File: src/rtl/pl_mem_wb.sv
// pl_mem_wb: memory/write-back stage with req/ack data-memory port, register-file write and flags.
// Optional MEM_TIMEOUT_EN adds an ack timeout that aborts the transaction and sets sticky mem_err.
module pl_mem_wb #(
    parameter int NUM_DOMAINS = 1,
    parameter int ADDR_WID    = 16,
    parameter int TIMEOUT_CYC = 64
) (
    input  logic                     clk,
    input  logic                     reset,
    input  logic [0:6]               ex_ctrl,
    input  logic [NUM_DOMAINS*8-1:0] ex_result,
    input  logic [2:0]               ex_dest,
    input  logic [ADDR_WID-1:0]      ex_wr_addr,
    input  logic [ADDR_WID-1:0]      ex_rd_addr,
    input  logic [0:4]               ex_branch_conds,
    output logic                     mem_req,
    output logic                     mem_we,
    output logic [ADDR_WID-1:0]      mem_addr,
    output logic [NUM_DOMAINS*8-1:0] mem_wdata,
    input  logic                     mem_ack,
    input  logic [NUM_DOMAINS*8-1:0] mem_rdata,
    output logic                     rf_wr_en,
    output logic [2:0]               rf_wr_addr,
    output logic [NUM_DOMAINS*8-1:0] rf_wr_data,
    output logic                     flag_carry,
    output logic                     flag_gt,
    output logic                     flag_lt,
    output logic                     flag_eq,
    output logic                     stall,
    output logic                     mem_err
);
    typedef enum logic [1:0] {IDLE, RD_WAIT, WR_WAIT} state_t;
    state_t state, state_d;
    logic live, do_st, do_ld, done, tmo;
    logic [2:0] ld_dest;
    logic unused_ok;
    assign unused_ok = ^{ex_ctrl[5], ex_ctrl[6], TIMEOUT_CYC != 0};
`ifdef MEM_TIMEOUT_EN
    localparam int CW = $clog2(TIMEOUT_CYC + 1);
    logic [CW-1:0] cnt;
    assign tmo = (state != IDLE) && !mem_ack && (cnt == CW'(TIMEOUT_CYC - 1));
`else
    assign tmo = 1'b0;
`endif
    assign stall = (state != IDLE);
    always_comb begin
        live    = (state == IDLE) && !ex_ctrl[3];
        do_st   = live && ex_ctrl[0];
        do_ld   = live && ex_ctrl[4] && !ex_ctrl[0];
        done    = (state != IDLE) && (mem_ack || tmo);
        state_d = do_st ? WR_WAIT : do_ld ? RD_WAIT : done ? IDLE : state;
    end
    always_ff @(posedge clk)
        state <= reset ? IDLE : state_d;
    always_ff @(posedge clk) begin
        if (reset) begin
            mem_req    <= 1'b0;
            mem_we     <= 1'b0;
            mem_addr   <= '0;
            mem_wdata  <= '0;
            ld_dest    <= '0;
            rf_wr_en   <= 1'b0;
            rf_wr_addr <= '0;
            rf_wr_data <= '0;
            flag_carry <= 1'b0;
            flag_gt    <= 1'b0;
            flag_lt    <= 1'b0;
            flag_eq    <= 1'b0;
        end else begin
            rf_wr_en <= 1'b0;
            if (do_st || do_ld) begin
                mem_req  <= 1'b1;
                mem_we   <= do_st;
                mem_addr <= do_st ? ex_wr_addr : ex_rd_addr;
            end
            if (do_st) mem_wdata <= ex_result;
            if (do_ld) ld_dest <= ex_dest;
            if (done) mem_req <= 1'b0;
            if (live && !ex_ctrl[0] && !ex_ctrl[4] && ex_ctrl[1]) begin
                rf_wr_en   <= 1'b1;
                rf_wr_addr <= ex_dest;
                rf_wr_data <= ex_result;
            end else if (state == RD_WAIT && mem_ack) begin
                rf_wr_en   <= 1'b1;
                rf_wr_addr <= ld_dest;
                rf_wr_data <= mem_rdata;
            end
            if (live && ex_branch_conds[4]) begin
                flag_gt <= ex_branch_conds[0];
                flag_lt <= ex_branch_conds[1];
                flag_eq <= ex_branch_conds[2];
            end
            if (live && ex_ctrl[2]) flag_carry <= ex_branch_conds[3];
        end
    end
`ifdef MEM_TIMEOUT_EN
    always_ff @(posedge clk) begin
        cnt     <= (reset || state == IDLE) ? '0 : cnt + 1'b1;
        mem_err <= !reset && (mem_err || tmo);
    end
`else
    assign mem_err = 1'b0;
`endif
endmodule

File: config.mk
export PLATFORM = sky130hd
export DESIGN_NAME = pl_mem_wb
export DESIGN_NICKNAME = d
export VERILOG_FILES = /design/src/rtl/pl_mem_wb.sv
export SDC_FILE = /design/constraint.sdc
export NUM_CORES = 1
export LEC_CHECK = 0
export CORE_ASPECT_RATIO = 2
export CORE_MARGIN = 5
export CORE_UTILIZATION = 41
export DETAILED_ROUTE_END_ITERATION = 7
export GPL_ROUTABILITY_DRIVEN = 0
export GPL_TIMING_DRIVEN = 0
export PLACE_DENSITY = 0.95
export SYNTH_ARGS = -nofsm -noshare
export SYNTH_HDL_FRONTEND = slang
export SYNTH_SLANG_ARGS = --single-unit
export TNS_END_PERCENT = 20
File: constraint.sdc
create_clock -name clk -period 3.1 [get_ports clk]
set_clock_uncertainty 0.05 [all_clocks]
set_input_delay 0.93 -clock clk [delete_from_list [all_inputs] [get_ports clk]]
set_output_delay 0.93 -clock clk [all_outputs]
set_load 0.05 [all_outputs]
==> flow_summary.toml <==
[yosys]
syn-num-nets = 298
postSynthAreaPerCell_sq_um = 8.52
synth_top_area_frac = 0.476
yosysUniqueCellTypes = 29
ys_seq_elements = 47
synth_area_sq_mm = 0.00198
yosysSeqAreaShare = 0.476
synthesis.yosys.warnings = 0
yosysTopAreaCell = "dfxtp_1"
synthCells = 232
synth_area_leaders = "dfxtp_1 (48%), a21oi_1 (8.4%), nand2_1 (7.2%)"

[drt]
drt-pass1-iter-count = 6
drtIter0Drc = 55
drc = 0
vias_per_cell = 5.39
wl_per_cell_um = 16.1
routed_wl_um = 6440
vias = 2154
ant_nets = 0

[sta]
setup_viol = 0
fin_crit_ns = 2.75
setup_ws_ns = 0.346
relSlewSlack = 0.398
worst_pin_slew_ns = 0.891
hold_ws_ns = 0.406
rsz0062_at_grt = "no"
finalMaxSlewViolations = 0
final.setup.tns_ns = 0
hold_viol = 0
max_clock_freq_mhz = 363
fin_crit_sh = 0.888

[placement]
dp.cells = 392
dp_hpwl_um = 5100
portBuffers = 105
post-place-ws_ns = 0.222

[global_route]
grt_max_degree = 15
overflow = 0
grt_util_all_layers = 0.199
grt_pass1_wl_um = 9810
grt_pass1_vias = 2219
antenna_found_initial = 0

[critical_path]
crit_family = "buffers and inverters"
crit_slowest_cell = "clkdlybuf4s50_1"
worstPathCellList = "buf_2 > or2_2 > clkdlybuf4s50_1"
critPathMaxFanout = 9
crit_arrival_ns = 1.77
critPathCaptureType = "output pin"
critPathLaunchType = "flop"
critPathMaxStageDelay_ns = 0.71
cp.required_ns = 2.12
critPathKind = "flop to output pin"
worst-path-buf-inv = 2

[pwr]
clock_power_share = 0.322
ir_drop_mv = 0.409
pwr-share-seq = 0.408
p_int_uw = 1150
p_leak_uw = 0.00111
pwr-share-comb = 0.270
power_uw = 1620
p_sw_uw = 474
swShare = 0.292
p_per_area_mw_per_mm2 = 502

[clock_network]
cts_buffers = 5
cts_setup_buffers = 0
cts_hold_buffers = 0
cts_root_buf = "clkbuf_8"
clkTransAtPathRegs_ns = 0.08
cts_tree = "built"
htreeDepth = 2
cts_resized = 0
clock-sinks = 47
insertion_delay_ns = 0.30
clockBufferDepth = 2

[status]
outcome = "finished clean"

[cells_and_area]
nets = 410
layout.cells.non_filler = 400
diodes = 0
drive_gt1_frac = 0.0609
syn2layout_area_growth_pct = 63.4
fillCellCount = 394

[die]
ios = 110
coreArea_sq_mm = 0.00464
start_util = 0.426
die_area_sq_mm = 0.00639
die_h_um = 108
row_count = 35
die_w_um = 59.1

[worst_hold_path]
min_path_type = "flop to flop"

[run]
cap_violations = 0
[cell usage in the layout (no fill, tap or decap), drive strengths merged, types with 3 or more instances in the layout]
cell             n
nand2           38
dfxtp           47
o22ai           16
clkbuf          22
a311oi          11
a21oi           33
nor2             3
buf              8
nor3            13
a211oi          17
clkdlybuf4s50  105
inv              3
mux2i            3
o21ai            5
nand3            4
or2              3
[cell usage after synthesis]
| cell | count |
|---|---|
| nor4b_2 | 1 |
| o22ai_1 | 16 |
| nand3_1 | 4 |
| o21ai_0 | 5 |
| inv_1 | 3 |
| nor3_1 | 13 |
| buf_2 | 3 |
| nor2_1 | 3 |
| buf_6 | 3 |
| conb_1 | 1 |
| nor4b_1 | 1 |
| a311oi_1 | 11 |
| dfxtp_1 | 47 |
| nand2_1 | 38 |
| a21oi_1 | 33 |
| or4b_2 | 1 |
| or3b_2 | 1 |
| or2_2 | 2 |
| nand3b_1 | 1 |
| a211oi_1 | 17 |
| buf_4 | 1 |
| or3_4 | 1 |
| nand2b_1 | 2 |
| or2_4 | 1 |
| buf_1 | 1 |
| and3b_1 | 1 |
| mux2i_1 | 3 |
| nor2b_1 | 2 |
| clkbuf_1 | 16 |
[cell type report]
cell class	count	area, sq um	area share
Multi-Input combinational cell	158	903	0.280
Sequential cell	47	941	0.291
Clock buffer	6	72.6	0.0225
Timing Repair Buffer	105	1050	0.326
Tap cell	55	68.8	0.0213
Buffer	24	120	0.0372
Inverter	3	11.3	0.00349
Clock inverter	2	60.1	0.0186
[final timing paths]
check | slack, ns | start | cells after the start | to
min reg2reg | 0.41 | mem_wdata[7]$_SDFFE_PP0N_ | 2 | mem_wdata[7]$_SDFFE_PP0N_
max | 0.35 | state[0]$_SDFFE_PP0P_ | 3 | stall
min | 0.41 | mem_wdata[7]$_SDFFE_PP0N_ | 2 | mem_wdata[7]$_SDFFE_PP0N_
max reg2reg | 1.33 | state[0]$_SDFFE_PP0P_ | 5 | mem_addr[5]$_SDFFE_PP0P_
[metrics by stage]
step / cell area, sq um / utilization
after floorplan: 1980 / -
after global placement: 3100 / 0.667
after detailed placement: 3100 / 0.667
after CTS: 3230 / 0.695
after global routing: 3230 / 0.695
final: 3230 / 0.695
[kinds of logic (layout without fill, tap and decap cells)]
logic type / count (synthesis) / in the layout / synth area share
flip-flops: 47 / 47 / 0.476
other: 1 / 1 / 0.00190
buffers and inverters: 27 / 140 / 0.0665
AND/OR/NAND/NOR: 72 / 72 / 0.180
multiplexers: 3 / 3 / 0.0152
AO/OA/AOI/OAI: 82 / 82 / 0.260
[registers in the layout, summed over array words and instances (netlist names), 2 cells and up]
register    count
ld_dest         3
mem_addr       16
mem_wdata       8
rf_wr_addr      3
rf_wr_data      8
state           2
[tightest hold or removal path, cell delays in order, from the launching register on]
cell     delay [ns]
dfxtp_1        0.31
nand2_1        0.05
a21oi_1        0.05
[layer usage]
layer,part of all wire,GRT usage,vias to the layer above
li1,-,-,1064
met3,0.088,0.0597,18
met2,0.54,0.373,98
met1,0.34,0.187,974
met4,0.034,0.0940,0
met5,0,0,-
[power groups by stage]
stage          Sequential, uW  Combinational (uW)  Clock (uW)
2_1_floorplan             799                 123           0
6_report                  661                 438         523
3_5_place_dp              675                 438           0
5_1_grt                   666                 463         550
3_3_place_gp              673                 432           0
4_1_cts                   661                 440         531
(Power assumes the default switching activity.)
==> edit 1, RTL diff (same settings) <==
Set the parameter `NUM_DOMAINS` to 2 (it was 1).
--- a/src/rtl/pl_mem_wb.sv
+++ b/src/rtl/pl_mem_wb.sv
@@ -2,5 +2,5 @@
 // Optional MEM_TIMEOUT_EN adds an ack timeout that aborts the transaction and sets sticky mem_err.
 module pl_mem_wb #(
-    parameter int NUM_DOMAINS = 1,
+    parameter int NUM_DOMAINS = 2,
     parameter int ADDR_WID    = 16,
     parameter int TIMEOUT_CYC = 64
Interface: changed (resized ex_result, mem_rdata, mem_wdata and rf_wr_data); port bits go from 110 to 142. The function was not compared with the original's and may differ.
==> edit 1 against the unedited design <==
- synthesized area up 33%
- register-to-register slack worse by 280 ps
- cell count up 38%
- worst setup slack worse by 31 ps
- cell area up 37%
- sequential share of layout area down 0.68 points
- total power up 58%
- sequential power up 34%
- routed wire length up 52%
- fmax down 1.1%
- global-route usage up 4.2 points
- worst hold slack better by 1.3 ps
- sequential cell count up 16
==> edit 1: results (changes against the unedited design) <==
Synth top cells by count=70 x nand2_1, 63 x dfxtp_1, 41 x a21oi_1 (was 47 x dfxtp_1, 38 x nand2_1, 33 x a21oi_1); share of cells above drive strength 1=7.73% (was 6.09%); Cells after Synth=313 (was 232); vias post-DR=3006 (was 2154); Synth Flop Type=dfxtp_1 (unchanged); pin count of the biggest net entering global routing=13 (was 15); GRT Total Usage=24.1% (was 19.9%); Gate power share=21.9% (was 27.0%); outcome=complete, no violations (unchanged); placed cell area=4100 µm² (was 3100 µm²); area grow syn2layout=69.1% (was 63.4%); vias in the first global route=3147 (was 2219); Clock net power=1.11 mW (was 0.523 mW); M3 GR Usage=5.45% (was 5.97%); critical path peak fanout=9 (unchanged); met2 usage=46.1% (was 37.3%); clk root buf=clkbuf_16 (was clkbuf_8); mux share of post-synthesis cell area=1.15% (was 1.52%); met3 WL post-DR=617 µm (was 566 µm); DPL Wire Length=7560 µm (was 5100 µm); detailed router's first-iteration violation count=195 (was 55); Vias/cell=5.45 (was 5.39); Largest regs=mem_addr (16), mem_wdata (16), rf_wr_data (16) (was mem_addr (16), mem_wdata (8), rf_wr_data (8)); Leakage Power=1.53 nW (was 1.11 nW); WL met1=3160 µm (was 2190 µm); Port-buffer cells=137 (was 105); crit path DAT=1800 ps (was 1770 ps); Synth Area in Compound Gates=23.8% (was 26.0%); Clk Latency, worst-skew pair=330 ps (was 300 ps); Peak VDD IR=0.000438 V (was 0.000409 V); first-pass GRT wire length=14800 µm (was 9810 µm); met1 usage in global routing=21.2% (was 18.7%); pre-CTS WS=74.6 ps (was 222 ps); wire per inst=17.7 µm (was 16.1 µm); Synth area leaders=dfxtp_1 48%, nand2_1 10%, a21oi_1 7.8%, a311oi_1 6.4%, a211oi_1 4.9% (was dfxtp_1 48%, a21oi_1 8.4%, nand2_1 7.2%, a211oi_1 6.5%, o22ai_1 5.1%); H-tree levels=3 (was 2); drt pass-1 iters=4 (was 6); cell total after placement=536 (was 392); register area share after synthesis=48.1% (was 47.6%); Adder-Cell Fraction of Synth Area=0% (unchanged); clock network fraction of design power=43.4% (was 32.2%); CP top delay family=buffers and inverters (unchanged); TritonCTS buffer count=9 (was 5); met2 WL=5460 µm (was 3460 µm); slew margin rel.=36.4% (was 39.8%); Switching Share=28.8% (was 29.2%); clk slew on worst S/H paths=50 ps (was 80 ps); Post-synth ARST share=0% (unchanged); Mapped Nets=395 (was 298)
-- edit 1: final timing paths --
| path | startpoint | end | slack, ps | depth (start not counted) |
|---|---|---|---|---|
| setup / recovery | state[0] | stall | 320 | 3 |
| hold / removal | mem_wdata[14] | mem_wdata[14] | 410 | 2 |
| hold reg to reg | mem_wdata[14] | mem_wdata[14] | 410 | 2 |
| setup reg to reg | state[0] | mem_wdata[13] | 1050 | 5 |
-- edit 1: worst min-delay path: stages, from the launching register on --
cell and delay (ps):
dfxtp_1 310, nand2_1 50, a21oi_1 50
-- edit 1: final cells by class --
type,count,area (µm²)
multi-input combinational,214,1170
buffer,33,174
clock inverter,6,92.6
sequential,63,1260
inverter,3,11.3
timing repair buffer,137,1370
clock buffer,10,239
fill,484,1830
tap,86,108
-- edit 1: cell families after synthesis --
kind of cell    after synthesis
other cells                   1
flops                        63
mux                           3
buf+inv                      36
compound gates               98
simple gates                112
==> edit 2, RTL diff (same settings) <==
Made on the original files. Re-encode `state_t` (3 states) as one-hot, 3 bits wide.
--- a/src/rtl/pl_mem_wb.sv
+++ b/src/rtl/pl_mem_wb.sv
@@ -30,5 +30,5 @@
     output logic                     mem_err
 );
-    typedef enum logic [1:0] {IDLE, RD_WAIT, WR_WAIT} state_t;
+    typedef enum logic [2:0] {IDLE = 3'b001, RD_WAIT = 3'b010, WR_WAIT = 3'b100} state_t;
     state_t state, state_d;
     logic live, do_st, do_ld, done, tmo;
Check against the original RTL: no difference found for any inputs over 10 cycles, from zero or initial values and one cycle with reset high; not proved beyond that.
==> edit 2 against the unedited design <==
- sequential cell count up 1
- register-to-register slack better by 80 ps
- combinational power up 10%
- cell count up 6.8%
- fmax up 0.87%
- highest routed layer unchanged
- critical path depth unchanged
- count of clock-buffer cells in the layout down 1
- first-iteration DRC count up 75%
- via count up 15%
- largest power group unchanged
- total power down 7.5%
- synthesized area up 12%
- routed wire length up 15%
- cell area up 5.8%
- worst setup slack better by 24 ps
==> edit 2: results (changes against the unedited design) <==
Internal Power=1.00 mW (was 1.15 mW); Leakage Power=1.15 nW (was 1.11 nW); Yosys cell types=30 (was 29); drt pass-1 iters=5 (was 6); GRT Total Usage=21.9% (was 19.9%); Reg2Reg Launch Point=state[2] (was state[0]); share of cells above drive strength 1=8.72% (was 6.09%); Peak VDD IR=0.000304 V (was 0.000409 V); DPL Wire Length=5910 µm (was 5100 µm); wire per inst=17.4 µm (was 16.1 µm); Worst Tran Pin Value=587 ps (was 891 ps); mux share of post-synthesis cell area=0% (was 1.52%); register area share after synthesis=43.3% (was 47.6%); critical path peak fanout=6 (was 9); outcome=complete, no violations (unchanged); Synth Area in Compound Gates=30.8% (was 26.0%); Critical Path Max Stage Delay=830 ps (was 710 ps); Critical R2R Capture=state[2] (was mem_addr[5]); crit path DAT=1750 ps (was 1770 ps); Synth top cells by count=48 x dfxtp_1, 36 x a21oi_1, 24 x nand2_1 (was 47 x dfxtp_1, 38 x nand2_1, 33 x a21oi_1); final net count=435 (was 410); Mapped Nets=323 (was 298); vias in the first global route=2616 (was 2219); pre-CTS WS=397 ps (was 222 ps); placed cell area=3350 µm² (was 3100 µm²); detailed router's first-iteration violation count=96 (was 55); reg2reg path depth=4 (was 5); Synth area leaders=dfxtp_1 43%, a21oi_1 8.1%, a311oi_2 6.1%, o2bb2ai_1 5.9%, a211oi_1 5.7% (was dfxtp_1 48%, a21oi_1 8.4%, nand2_1 7.2%, a211oi_1 6.5%, o22ai_1 5.1%); Worst Hold Path EP=ld_dest[0] (was mem_wdata[7]); Min-Delay Startpoint=ld_dest[0] (was mem_wdata[7])
[edit 2: cell types whose count changed after synthesis, sizes merged, moves of 11 or more]
cell	delta
nand3	+12
o2bb2ai	+15
o21ai	+11
nor2	+15
o22ai	-14
nand2	-14
[edit 2: per-layer routing]
metal  vias to the layer above  wire length, µm  global-route usage [%]
met5                         -                0                       0
met2                       150             3670                    36.6
met1                      1156             2650                    24.2
met4                         0              176                    9.35
met3                        18              930                    7.11
li1                       1151                -                       -
[edit 2: final cells by class]
type | instances | area (µm²)
timing repair buffer | 105 | 1050
fill | 439 | 1910
clock buffer | 5 | 68.8
multi-input combinational | 178 | 1100
buffer | 27 | 139
sequential | 48 | 961
tap | 60 | 75.1
inverter | 4 | 15.0
[edit 2: worst max-delay path: cells and delay by family (launching register included)]
kind | cells | cell delay [ps]
buffers and inverters | 1 | 830
DFF | 1 | 460
and+or+nand+nor | 2 | 170
[edit 2: how the worst max path moves through the flow]
stage,from,endpoint,slack (ps),depth (start not counted)
floorplan,ex_ctrl[3],rf_wr_addr[2],1010,5
global placement,ex_ctrl[1],rf_wr_data[5],420,5
detailed placement,ex_ctrl[4],mem_addr[10],400,6
CTS,state[1],stall,370,3
global route,state[1],stall,310,3
finish,state[1],stall,370,3
[edit 2: kinds of logic (layout without fill, tap and decap cells)]
logic type / Yosys count / in the layout
other: 1 / 1
AO/OA/AOI/OAI: 97 / 97
flip-flops: 48 / 48
AND/OR/NAND/NOR: 80 / 80
buffers and inverters: 31 / 141
[edit 2: power by group through the flow]
stage	clock [mW]	sequential (mW)	combinational, mW
after global placement	0	0.692	0.466
after global routing	0.359	0.686	0.510
after detailed placement	0	0.694	0.479
after floorplan	0	0.817	0.152
after CTS	0.336	0.681	0.481
final	0.337	0.682	0.482
[edit 2: stage by stage]
step | hold WS (ps) | total power [mW] | cells
3_5_place_dp | 425 | 1.17 | 422
4_1_cts | 436 | 1.50 | 427
2_1_floorplan | 409 | 0.969 | 257
5_1_grt | 451 | 1.56 | 427
3_3_place_gp | 413 | 1.16 | 422
6_report | 439 | 1.50 | 427
